File: src/rtl/fifo_wr_arbiter.sv
// Round-robin write-side arbiter: shares one FIFO among NREQ valid/ready producers,
// holding each grant for at most MAX_BURST words and tagging every word with its source ID.
module fifo_wr_arbiter #(
    parameter int NREQ      = 4,
    parameter int DATAWIDTH = 8,
    parameter int IDW       = 2,
    parameter int MAX_BURST = 4,
    parameter int CNTW      = 16
) (
    input  logic                      clk,
    input  logic                      rstn,
    input  logic [NREQ-1:0]           req_valid,
    input  logic [NREQ*DATAWIDTH-1:0] req_data,
    output logic [NREQ-1:0]           req_ready,
    output logic                      fifo_wr,
    output logic [IDW+DATAWIDTH-1:0]  fifo_din,
    input  logic                      fifo_full,
    output logic [IDW-1:0]            grant_id,
    output logic                      busy,
    output logic [CNTW-1:0]           xfer_count
);

    // Handshake: a word moves from requester i when req_valid[i] && req_ready[i];
    // the same cycle raises fifo_wr. Un-granted requesters see ready low and must hold.

    localparam int NSLOT = 2 ** IDW;
    localparam int BW    = $clog2(MAX_BURST + 1);

    typedef enum logic {
        IDLE  = 1'b0,
        GRANT = 1'b1
    } state_t;

    state_t               state, state_nxt;
    logic [IDW-1:0]       rr_ptr, rr_ptr_nxt;
    logic [IDW-1:0]       grant_nxt, pick_id, next_id;
    logic                 pick_found;
    logic [BW-1:0]        burst_cnt, burst_nxt;
    logic                 xfer;
    logic [NSLOT-1:0]     valid_pad, ready_pad;
    logic [DATAWIDTH-1:0] data_arr [NSLOT];

    // Pad the requester vectors out to the full ID space so any grant_id indexes cleanly.
    assign valid_pad = NSLOT'(req_valid);
    assign req_ready = ready_pad[NREQ-1:0];

    for (genvar i = 0; i < NSLOT; i++) begin : g_slot
        if (i < NREQ) begin : g_used
            assign data_arr[i] = req_data[i*DATAWIDTH +: DATAWIDTH];
        end else begin : g_pad
            assign data_arr[i] = '0;
        end
    end

    assign next_id = (grant_id == IDW'(NREQ - 1)) ? '0 : grant_id + 1'b1;
    assign busy    = (state == GRANT);

    // Scan downward so the last hit is the first set bit at or after rr_ptr.
    always_comb begin : rr_search
        int s;
        s          = 0;
        pick_found = 1'b0;
        pick_id    = '0;
        for (int k = NREQ - 1; k >= 0; k--) begin
            s = int'(rr_ptr) + k;
            if (s >= NREQ) s = s - NREQ;
            if (valid_pad[IDW'(s)]) begin
                pick_found = 1'b1;
                pick_id    = IDW'(s);
            end
        end
    end

    always_comb begin
        state_nxt  = state;
        grant_nxt  = grant_id;
        rr_ptr_nxt = rr_ptr;
        burst_nxt  = burst_cnt;
        ready_pad  = '0;
        xfer       = 1'b0;
        fifo_din   = {grant_id, data_arr[grant_id]};
        case (state)
            IDLE: begin
                if (pick_found) begin
                    grant_nxt = pick_id;
                    burst_nxt = '0;
                    state_nxt = GRANT;
                end
            end
            GRANT: begin
                ready_pad[grant_id] = !fifo_full;
                xfer                = valid_pad[grant_id] && !fifo_full;
                if (xfer) burst_nxt = burst_cnt + 1'b1;
                // A full FIFO stalls the burst but never ends it.
                if (!valid_pad[grant_id] || (xfer && burst_cnt == BW'(MAX_BURST - 1))) begin
                    state_nxt  = IDLE;
                    rr_ptr_nxt = next_id;
                end
            end
        endcase
        if (!rstn) begin
            ready_pad = '0;
            xfer      = 1'b0;
        end
        fifo_wr = xfer;
    end

    always_ff @(posedge clk) begin
        if (!rstn) begin
            state      <= IDLE;
            rr_ptr     <= '0;
            grant_id   <= '0;
            burst_cnt  <= '0;
            xfer_count <= '0;
        end else begin
            state     <= state_nxt;
            rr_ptr    <= rr_ptr_nxt;
            grant_id  <= grant_nxt;
            burst_cnt <= burst_nxt;
            if (xfer && xfer_count != {CNTW{1'b1}}) xfer_count <= xfer_count + 1'b1;
        end
    end

endmodule

File: config.mk
export PLATFORM = sky130hd
export DESIGN_NAME = fifo_wr_arbiter
export DESIGN_NICKNAME = d
export VERILOG_FILES = /design/src/rtl/fifo_wr_arbiter.sv
export SDC_FILE = /design/constraint.sdc
export NUM_CORES = 1
export LEC_CHECK = 0
export BUFFER_PORTS_ARGS = -buffer_cell sky130_fd_sc_hd__buf_2
export CAP_MARGIN = 20
export CORE_ASPECT_RATIO = 1.2
export CORE_MARGIN = 5
export CORE_UTILIZATION = 40
export CTS_CLUSTER_SIZE = 16
export DETAILED_ROUTE_END_ITERATION = 7
export PLACE_DENSITY = 0.8
export SLEW_MARGIN = 10
export SYNTH_ARGS = -nofsm -noshare
export SYNTH_HDL_FRONTEND = slang
export SYNTH_SLANG_ARGS = --single-unit
File: constraint.sdc
create_clock -name clk -period 1.9 [get_ports clk]
set_clock_uncertainty 0.1 [all_clocks]
set_input_delay 0.095 -clock clk [delete_from_list [all_inputs] [get_ports clk]]
set_output_delay 0.095 -clock clk [all_outputs]
set_load 0.05 [all_outputs]
==> flow_summary.json, run 1 <==
{
  "cts_buffers": 3,
  "routed_wl_um": 4513,
  "dr_total_vias": 1752,
  "cts.sinks": 24,
  "drt_pre_antenna_iters": 4,
  "r2r_cells": 4,
  "num_rows": 25,
  "hold_viol_final": 0,
  "core_area_um2": 3879,
  "arrival_ps": 1680,
  "die_h_um": 78.99,
  "crit_path_end_kind": "output pin",
  "vias_per_cell": 5.544,
  "yosys_warnings": 0,
  "crit_required_ps": 1700,
  "cts_tree": "built",
  "clk_pin_slew_ps": 80,
  "power_density_nw_per_um2": 545.3,
  "status": "completed",
  "hold_depth": 4,
  "syn_nets": 222,
  "placed_cell_area_um2": 2091,
  "htree_levels": 1,
  "wl_per_cell_um": 14.28,
  "drive_gt1_share_pct": 46.95,
  "hold_buffers": 0,
  "rsz0062_at_grt": "true",
  "whs_endpoint": "burst_cnt[1]",
  "setup_slack_ps": 23.99,
  "timing.fmax_mhz": 533.0,
  "max-slew-margin-rel_pct": 68.94,
  "r2r_end": "xfer_count[13]",
  "critPathLaunchType": "flop",
  "final_area_um2": 2196,
  "portBuffers": 72,
  "dpl.hpwl_um": 3533,
  "drt-initial-drc-count": 71,
  "clk_latency_ps": 270,
  "min_period_ps": 1876,
  "area_growth_pct": 38.41,
  "root_buffer": "clkbuf_8",
  "max_cap_viol_count": 0,
  "grt_pass1_wl_um": 7148,
  "gp_congestion": 0.8611,
  "cts_max_path_buffers": 2,
  "start_util_pct": 40.90,
  "ys_ff_latch": 24,
  "overflow": 0,
  "synth_cells": 176,
  "synth-seq-area-share_pct": 30.28,
  "hold_path.class": "in -> reg",
  "r2r_setup_slack_ps": 70,
  "ant_nets": 0,
  "fp.dieArea_um2": 5331,
  "synth_edf_count": 0,
  "io_pins": 73,
  "irDropWorstVdd_mv": 0.2928,
  "grt_pass1_vias": 1617,
  "grt_max_degree": 19,
  "grt_use_total_pct": 16.75,
  "antenna_found_initial": 0,
  "ys_async_sr_fraction_pct": 0,
  "fin_crit_sh_pct": 98.74,
  "die_w_um": 67.49,
  "ys.flop_type": "dfxtp_1",
  "hold_start": "fifo_full",
  "power.total_w": 0.001197,
  "fillers": 365,
  "syn_avg_cell_area_um2": 9.014,
  "antennaDiodeCount": 0,
  "slew_viol_final": 0,
  "synth_area_um2": 1587,
  "drc": 0,
  "setup_violations": 0,
  "yosysUniqueCellTypes": 39,
  "path_max_fanout": 5,
  "preCtsSetupSlack_ps": 83.82,
  "worst_pin_slew_ps": 462.5,
  "p_leak_nw": 0.9727,
  "nets": 309,
  "path_class": "reg -> out",
  "r2r-start": "grant_id[1]"
}
## area by class of cell
type                       count  area [um2]  area share, %
clock buffer                   4       55.05          2.507
inverter                      11       45.04          2.051
multi-input combinational    134        1045          47.58
sequential                    24       495.5          22.56
tap                           54       67.56          3.077
timing repair buffer          89       488.0          22.22
## logic make-up after synthesis
kind of cell | count (synthesis) | synth area share (%)
DFF | 24 | 30.28
and+or+nand+nor | 70 | 26.26
muxes | 12 | 14.67
adders and majority gates | 7 | 5.520
buffers and inverters | 18 | 4.968
AOI/OAI and AO/OA | 45 | 18.30
## cells in the final DEF (no fill, tap or decap), types with 2 or more instances in the layout
cell,n
o211ai_1,3
nor2_1,7
o221ai_1,2
ha_1,7
o311ai_0,2
o31ai_1,4
or4_1,7
o41ai_1,3
nor3_1,2
dfxtp_2,9
and2_1,5
o21ai_0,7
nand3_1,9
dfxtp_1,14
or3_1,5
buf_2,72
inv_1,9
a211oi_1,2
buf_4,17
mux4_2,9
nand2_1,13
or2_2,3
nand4_1,6
mux2i_1,3
clkbuf_8,4
nand4_2,2
and3_1,2
a211o_1,2
a21oi_1,16
nor2b_1,2
## Yosys cell counts (2+ instances only)
master	count	area [um2]
and2_1	5	31.28
o311ai_0	2	17.52
a211oi_1	2	15.01
nor2_1	7	26.28
or4_1	7	52.55
inv_1	10	37.54
o31ai_1	4	30.03
or2_2	3	18.77
nor2b_1	2	12.51
buf_4	2	15.01
and3_1	2	12.51
mux4_2	9	202.7
mux2i_1	3	30.03
clkbuf_1	2	7.510
o41ai_1	4	35.03
nand2_1	13	48.80
or3_1	5	31.28
o221ai_1	2	17.52
buf_2	3	15.01
ha_1	7	87.58
a211o_1	2	17.52
a21oi_1	17	85.08
nand3_1	9	45.04
o21ai_0	7	35.03
o211ai_1	3	22.52
nor3_1	2	10.01
nand4_1	6	37.54
dfxtp_1	24	480.5
nand4_2	2	25.02
## metal layers
metal / vias up / global-route usage [%] / share of wire [%] / routed length (um)
li1: 850 / - / - / -
met2: 90 / 28.63 / 47 / 2111
met5: - / 0 / 0 / 0
met3: 7 / 4.243 / 12 / 555
met1: 805 / 20.18 / 39 / 1769
met4: 0 / 5.071 / 1.7 / 77
## state kept, by name, indices dropped and copies added (netlist names)
name / cells
grant_id: 2
busy: 1
xfer_count: 16
rr_ptr: 2
burst_cnt: 3
## how the worst max path moves through the flow
stage | slack, ps | from | depth (start not counted) | to
final | 20 | grant_id[1] | 4 | fifo_wr
after floorplan | -130 | grant_id[1] | 5 | xfer_count[3]
after global placement | 140 | grant_id[1] | 4 | xfer_count[13]
after global routing | -40 | grant_id[1] | 4 | fifo_wr
after CTS | 0.8 | grant_id[1] | 4 | fifo_wr
after detailed placement | 80 | grant_id[1] | 4 | xfer_count[13]
## what timing repair did
item / in CTS / in global routing
pin swaps: 0 / 1
setup endpoints to repair: 1 / 7
setup buffers: 1 / 4
gates cloned: 0 / 0
resized for setup: 0 / 3
## report_power, final
| group | switching, W | internal, W |
|---|---|---|
| combinational | 0.000209 | 0.000122 |
| sequential | 0.0000108 | 0.000513 |
| clock | 0.000158 | 0.000185 |
| total | 0.000377 | 0.000820 |
## worst max-delay path, cell delays in order, from the launching register on
cell        delay [ps]
dfxtp_4            360
mux4_2             580
nand2_4            150
clkinvlp_4         110
buf_2              220
## metrics by stage
| stage | hold slack [ps] | setup TNS, ps | util [%] | instances |
|---|---|---|---|---|
| CTS | 62.85 | 0 | 55.52 | 312 |
| floorplan | 206.1 | -377.8 | - | 176 |
| global placement | 341.9 | 0 | 53.90 | 307 |
| detailed placement | 345.7 | 0 | 53.90 | 307 |
| global route | 97.18 | -93.55 | 56.61 | 316 |
| finish | 62.27 | 0 | 56.61 | 316 |
(Power assumes the default switching activity.)
==> run 2: changes to the inputs <==
--- a/config.mk
+++ b/config.mk
@@ -9,10 +9,10 @@
 export CAP_MARGIN = 20
 export CORE_ASPECT_RATIO = 1.2
 export CORE_MARGIN = 5
-export CORE_UTILIZATION = 40
+export CORE_UTILIZATION = 47
 export CTS_CLUSTER_SIZE = 16
 export DETAILED_ROUTE_END_ITERATION = 7
-export PLACE_DENSITY = 0.8
+export PLACE_DENSITY = 0.9
 export SLEW_MARGIN = 10
 export SYNTH_ARGS = -nofsm -noshare
 export SYNTH_HDL_FRONTEND = slang
==> run 2 against run 1 <==
  * Sequential power is essentially flat
  * Critical endpoint is now xfer_count[13]
  * Register-to-register slack lost 20 ps
  * Highest routed layer unchanged
  * Global-route usage grew 3.0 points
  * Combinational power is essentially flat
  * Hold slack gained 11 ps
  * Largest power group unchanged
  * Final area shrank 1.9%
  * Final cell count shrank 6.3%
==> flow_summary.json, run 2 (synthesized netlist as in run 1, its figures left out) <==
{
  "slew_viol_final": 0,
  "mostFrequentLayoutCells": "buf_2, a21oi_1, dfxtp_1, buf_4, nand2_1",
  "min_period_ps": 1852,
  "fillers": 302,
  "clk_latency_ps": 260,
  "io_pins": 73,
  "largest_register": "xfer_count",
  "dr_total_vias": 1749,
  "path_max_fanout": 8,
  "antenna_found_initial": 0,
  "internal_power_w": 0.0007841,
  "largest_register_ffs": 16,
  "critPathLaunchType": "flop",
  "setup_slack_ps": 47.86,
  "irDropWorstVdd_mv": 0.3813,
  "arrival_ps": 1950,
  "vias_per_cell": 5.909,
  "use_met1_pct": 22.19,
  "cts_tree": "built",
  "power_density_nw_per_um2": 540.0,
  "routed_wl_um": 4565,
  "die_h_um": 73.65,
  "max_cap_viol_count": 0,
  "grt_max_degree": 19,
  "status": "completed",
  "root_buffer": "clkbuf_8",
  "fin_crit_sh_pct": 97.48,
  "final_common_cell": "buf_2",
  "grt_use_total_pct": 19.79,
  "seq_power_share_pct": 45.1,
  "core_area_um2": 3309,
  "gp_congestion": 0.8283,
  "grt_pass1_vias": 1636,
  "power.switching_w": 0.0003787,
  "overflow": 0,
  "grt_busiest_layer": "met2",
  "timing.fmax_mhz": 539.9,
  "area_growth_pct": 35.73,
  "setup_violations": 0,
  "clockPowerShare_pct": 26.6,
  "num_rows": 23,
  "hold_path.class": "in -> reg",
  "final_area_um2": 2153,
  "fp.dieArea_um2": 4642,
  "p_leak_nw": 0.9535,
  "grtUsageMet3_pct": 5.505,
  "grt_pass1_wl_um": 7534,
  "swShare_pct": 32.57,
  "path_class": "reg -> reg",
  "dpl.hpwl_um": 3617,
  "drc": 0,
  "ant_nets": 0,
  "max-slew-margin-rel_pct": 64.69,
  "cts.sinks": 24,
  "nets": 306,
  "clk_pin_slew_ps": 80,
  "met2_usage_pct": 37.06,
  "p_comb_share_pct": 28.3,
  "cts_buffers": 3,
  "placed_cell_area_um2": 2062,
  "crit_required_ps": 1990,
  "cts_max_path_buffers": 2,
  "hold_viol_final": 0,
  "portBuffers": 72,
  "start_util_pct": 47.94,
  "die_w_um": 63.04,
  "preCtsSetupSlack_ps": 62.52,
  "wl_per_cell_um": 15.42,
  "holdWs_ps": 73.44,
  "drt_pre_antenna_iters": 5,
  "htree_levels": 1,
  "final_util_pct": 65.07,
  "worst_pin_slew_ps": 524.9,
  "crit_path_end_kind": "flop",
  "drive_gt1_share_pct": 46.33,
  "reg_top3": "xfer_count x16, burst_cnt x3",
  "drt-initial-drc-count": 86,
  "antennaDiodeCount": 0
}
run 2: cell count changes in the layout (fill, tap and decap cells not counted), sizes merged:
cell / before / now
buf: 89 / 86
run 2: per-layer routing:
layer / vias up / routed length [um]
met2: 90 / 2318
li1: 846 / -
met5: - / 0
met1: 808 / 1725
met4: 0 / 35
met3: 5 / 485
run 2: critical path: stages, from the launching register on:
cell,delay (ps)
dfxtp_4,360
mux4_2,420
nand4_2,210
or4_1,520
a21oi_1,170
run 2: path summary, 6_finish.rpt:
path	start	end	slack, ps	cells after the start
setup / recovery	grant_id[1]	xfer_count[13]	50	4
hold reg to reg	burst_cnt[2]	burst_cnt[2]	380	2
setup reg to reg	grant_id[1]	xfer_count[13]	50	4
hold / removal	fifo_full	burst_cnt[1]	70	4
run 2: layout make-up:
class | count | area (um2) | share of cell area (%)
clock buffer | 4 | 45.04 | 2.092
sequential | 24 | 495.5 | 23.01
inverter | 11 | 45.04 | 2.092
multi-input combinational | 134 | 1050 | 48.75
timing repair buffer | 86 | 471.7 | 21.91
tap | 37 | 46.29 | 2.150
run 2: per-stage QoR:
step / setup TNS [ps] / cells / power [W]
2_1_floorplan: -377.8 / 176 / 0.0007652
3_3_place_gp: 0 / 289 / 0.0008528
3_5_place_dp: 0 / 289 / 0.0008589
4_1_cts: 0 / 294 / 0.001170
5_1_grt: -15.31 / 296 / 0.001213
6_report: 0 / 296 / 0.001163
run 2: timing repair:
item                       in CTS  in global routing
pin swaps                       0                  1
hold buffers                    0                  0
gates resized for setup         0                  7
hold endpoints to repair        0                  0
buffers inserted                1                  2
setup endpoints to repair       1                  6
run 2: power groups by stage:
stage          logic [W]  registers, W  clock network (W)
2_1_floorplan   0.000208      0.000557                  0
3_3_place_gp    0.000318      0.000535                  0
3_5_place_dp    0.000323      0.000536                  0
4_1_cts         0.000327      0.000525           0.000318
5_1_grt         0.000351      0.000527           0.000335
6_report        0.000329      0.000524           0.000309
==> run 3: changes to the inputs <==
--- a/config.mk
+++ b/config.mk
@@ -13,6 +13,7 @@
 export CTS_CLUSTER_SIZE = 16
 export DETAILED_ROUTE_END_ITERATION = 7
 export PLACE_DENSITY = 0.9
+export RECOVER_POWER = 50
 export SLEW_MARGIN = 10
 export SYNTH_ARGS = -nofsm -noshare
 export SYNTH_HDL_FRONTEND = slang
==> run 3 against run 2 <==
  * Critical path depth did not move
  * Die area did not move
  * Register-to-register slack is essentially flat
  * Routed wire length decreased by 0.24%
  * Sequential power hardly changed
  * Via count is 0.17% higher
  * Maximum frequency decreased by 0.12%
  * Critical path type unchanged
==> flow_summary.json, run 3 (synthesized netlist as in run 1, its figures left out) <==
{
  "hold_viol_final": 0,
  "root_buffer": "clkbuf_8",
  "io_pins": 73,
  "min_period_ps": 1854,
  "die_w_um": 63.04,
  "die_h_um": 73.65,
  "portBuffers": 72,
  "fin_cells": 296,
  "path_class": "reg -> reg",
  "gp_congestion": 0.8283,
  "power.switching_w": 0.0003798,
  "timing.fmax_mhz": 539.3,
  "clockPowerShare_pct": 26.8,
  "drt-initial-drc-count": 61,
  "setup_violations": 0,
  "grt_pass1_wl_um": 7534,
  "fin_crit_sh_pct": 97.60,
  "largest_register": "xfer_count",
  "mostFrequentLayoutCells": "buf_2, clkbuf_1, a21oi_1",
  "wl_per_cell_um": 15.39,
  "ant_nets": 0,
  "worst_pin_slew_ps": 618.8,
  "max-slew-margin-rel_pct": 58.93,
  "grt_pass1_vias": 1636,
  "placed_cells": 289,
  "drc": 0,
  "start_util_pct": 47.94,
  "num_rows": 23,
  "crit_chain": "mux4_2, nand4_2, or4_1, a21oi_1",
  "drive_gt1_share_pct": 37.84,
  "largest_register_ffs": 16,
  "antenna_found_initial": 0,
  "r2r_setup_slack_ps": 50,
  "area_growth_pct": 33.83,
  "routed_wl_um": 4554,
  "swShare_pct": 32.76,
  "cts_tree": "built",
  "fillers": 309,
  "crit_path_end_kind": "flop",
  "grt_max_degree": 19,
  "crit_path_top_delay_cell": "or4_1",
  "status": "completed",
  "power_density_nw_per_um2": 546.1,
  "final_common_cell": "buf_2",
  "core_area_um2": 3309,
  "slew_viol_final": 0,
  "p_comb_share_pct": 28.0,
  "hold_path.class": "in -> reg",
  "irDropWorstVdd_mv": 0.3802,
  "htree_levels": 1,
  "fp.dieArea_um2": 4642,
  "placed_cell_area_um2": 2062,
  "nets": 306,
  "vias_per_cell": 5.919,
  "internal_power_w": 0.0007797,
  "drt_pre_antenna_iters": 4,
  "path_max_fanout": 8,
  "dr_total_vias": 1752,
  "dpl.hpwl_um": 3617,
  "overflow": 0,
  "seq_power_share_pct": 45.2,
  "clk_latency_ps": 270,
  "arrival_ps": 1950,
  "grt_use_total_pct": 19.79,
  "cts_max_path_buffers": 2,
  "hold_buffers": 0,
  "slowest_delay_ps": 520,
  "crit_required_ps": 1990,
  "clk_pin_slew_ps": 80,
  "p_leak_nw": 0.8598,
  "antennaDiodeCount": 0,
  "reg_top3": "xfer_count x16, burst_cnt x3",
  "cts_buffers": 3,
  "critPathLaunchType": "flop",
  "final_area_um2": 2123,
  "cts.sinks": 24,
  "max_cap_viol_count": 0,
  "setup_tns_ps": 0
}
[run 3: cell types whose count changed in the layout (fill, tap and decap cells not counted)]
cell,delta
buf_4,-1
clkbuf_1,+22
buf_2,-21
[run 3: final cells by class]
cell class,instances,area [um2],area share (%)
Clock buffer,4,45.04,2.121
Inverter,11,45.04,2.121
Multi-Input combinational cell,134,1050,49.44
Sequential cell,24,495.5,23.34
Tap cell,37,46.29,2.180
Timing Repair Buffer,86,441.7,20.80
[run 3: path summary, 6_finish.rpt]
path / endpoint / startpoint / cells after the start
max: xfer_count[13] / grant_id[1] / 4
min reg2reg: burst_cnt[2] / burst_cnt[2] / 2
min: burst_cnt[1] / fifo_full / 4
max reg2reg: xfer_count[13] / grant_id[1] / 4
[run 3: timing repair]
action	CTS	global route
buffers inserted	1	2
gates resized for setup	0	7
hold endpoints to repair	0	0
cloned	0	0
pin swaps	0	1
setup endpoints to repair	1	6
[run 3: layer usage]
layer  global-route usage [%]  routed length [um]
met3                    5.505                 524
met2                    37.06                2325
met5                        0                   0
met1                    22.19                1670
met4                    4.245                  35
[run 3: power groups by stage]
stage | combinational [W] | sequential [W] | clock [W]
after global placement | 0.000318 | 0.000535 | 0
after floorplan | 0.000208 | 0.000557 | 0
after global routing | 0.000347 | 0.000527 | 0.000335
after detailed placement | 0.000323 | 0.000536 | 0
final | 0.000325 | 0.000524 | 0.000310
after CTS | 0.000327 | 0.000525 | 0.000318
[run 3: stage by stage]
| stage | setup slack, ps | hold WS (ps) | util [%] | total power [W] |
|---|---|---|---|---|
| floorplan | -125.0 | 206.1 | - | 0.0007652 |
| global placement | 140.4 | 356.1 | 62.31 | 0.0008528 |
| detailed placement | 62.52 | 358.2 | 62.31 | 0.0008589 |
| CTS | 2.140 | 72.33 | 63.89 | 0.001170 |
| global route | -8.927 | 115.0 | 64.16 | 0.001209 |
| finish | 45.63 | 72.09 | 64.16 | 0.001160 |
[run 3: worst max-delay path: cells and delay by family (launching register included)]
| family | cells | cell delay (ps) |
|---|---|---|
| AO/OA/AOI/OAI | 1 | 170 |
| AND/OR/NAND/NOR | 2 | 730 |
| flip-flops | 1 | 360 |
| multiplexers | 1 | 420 |
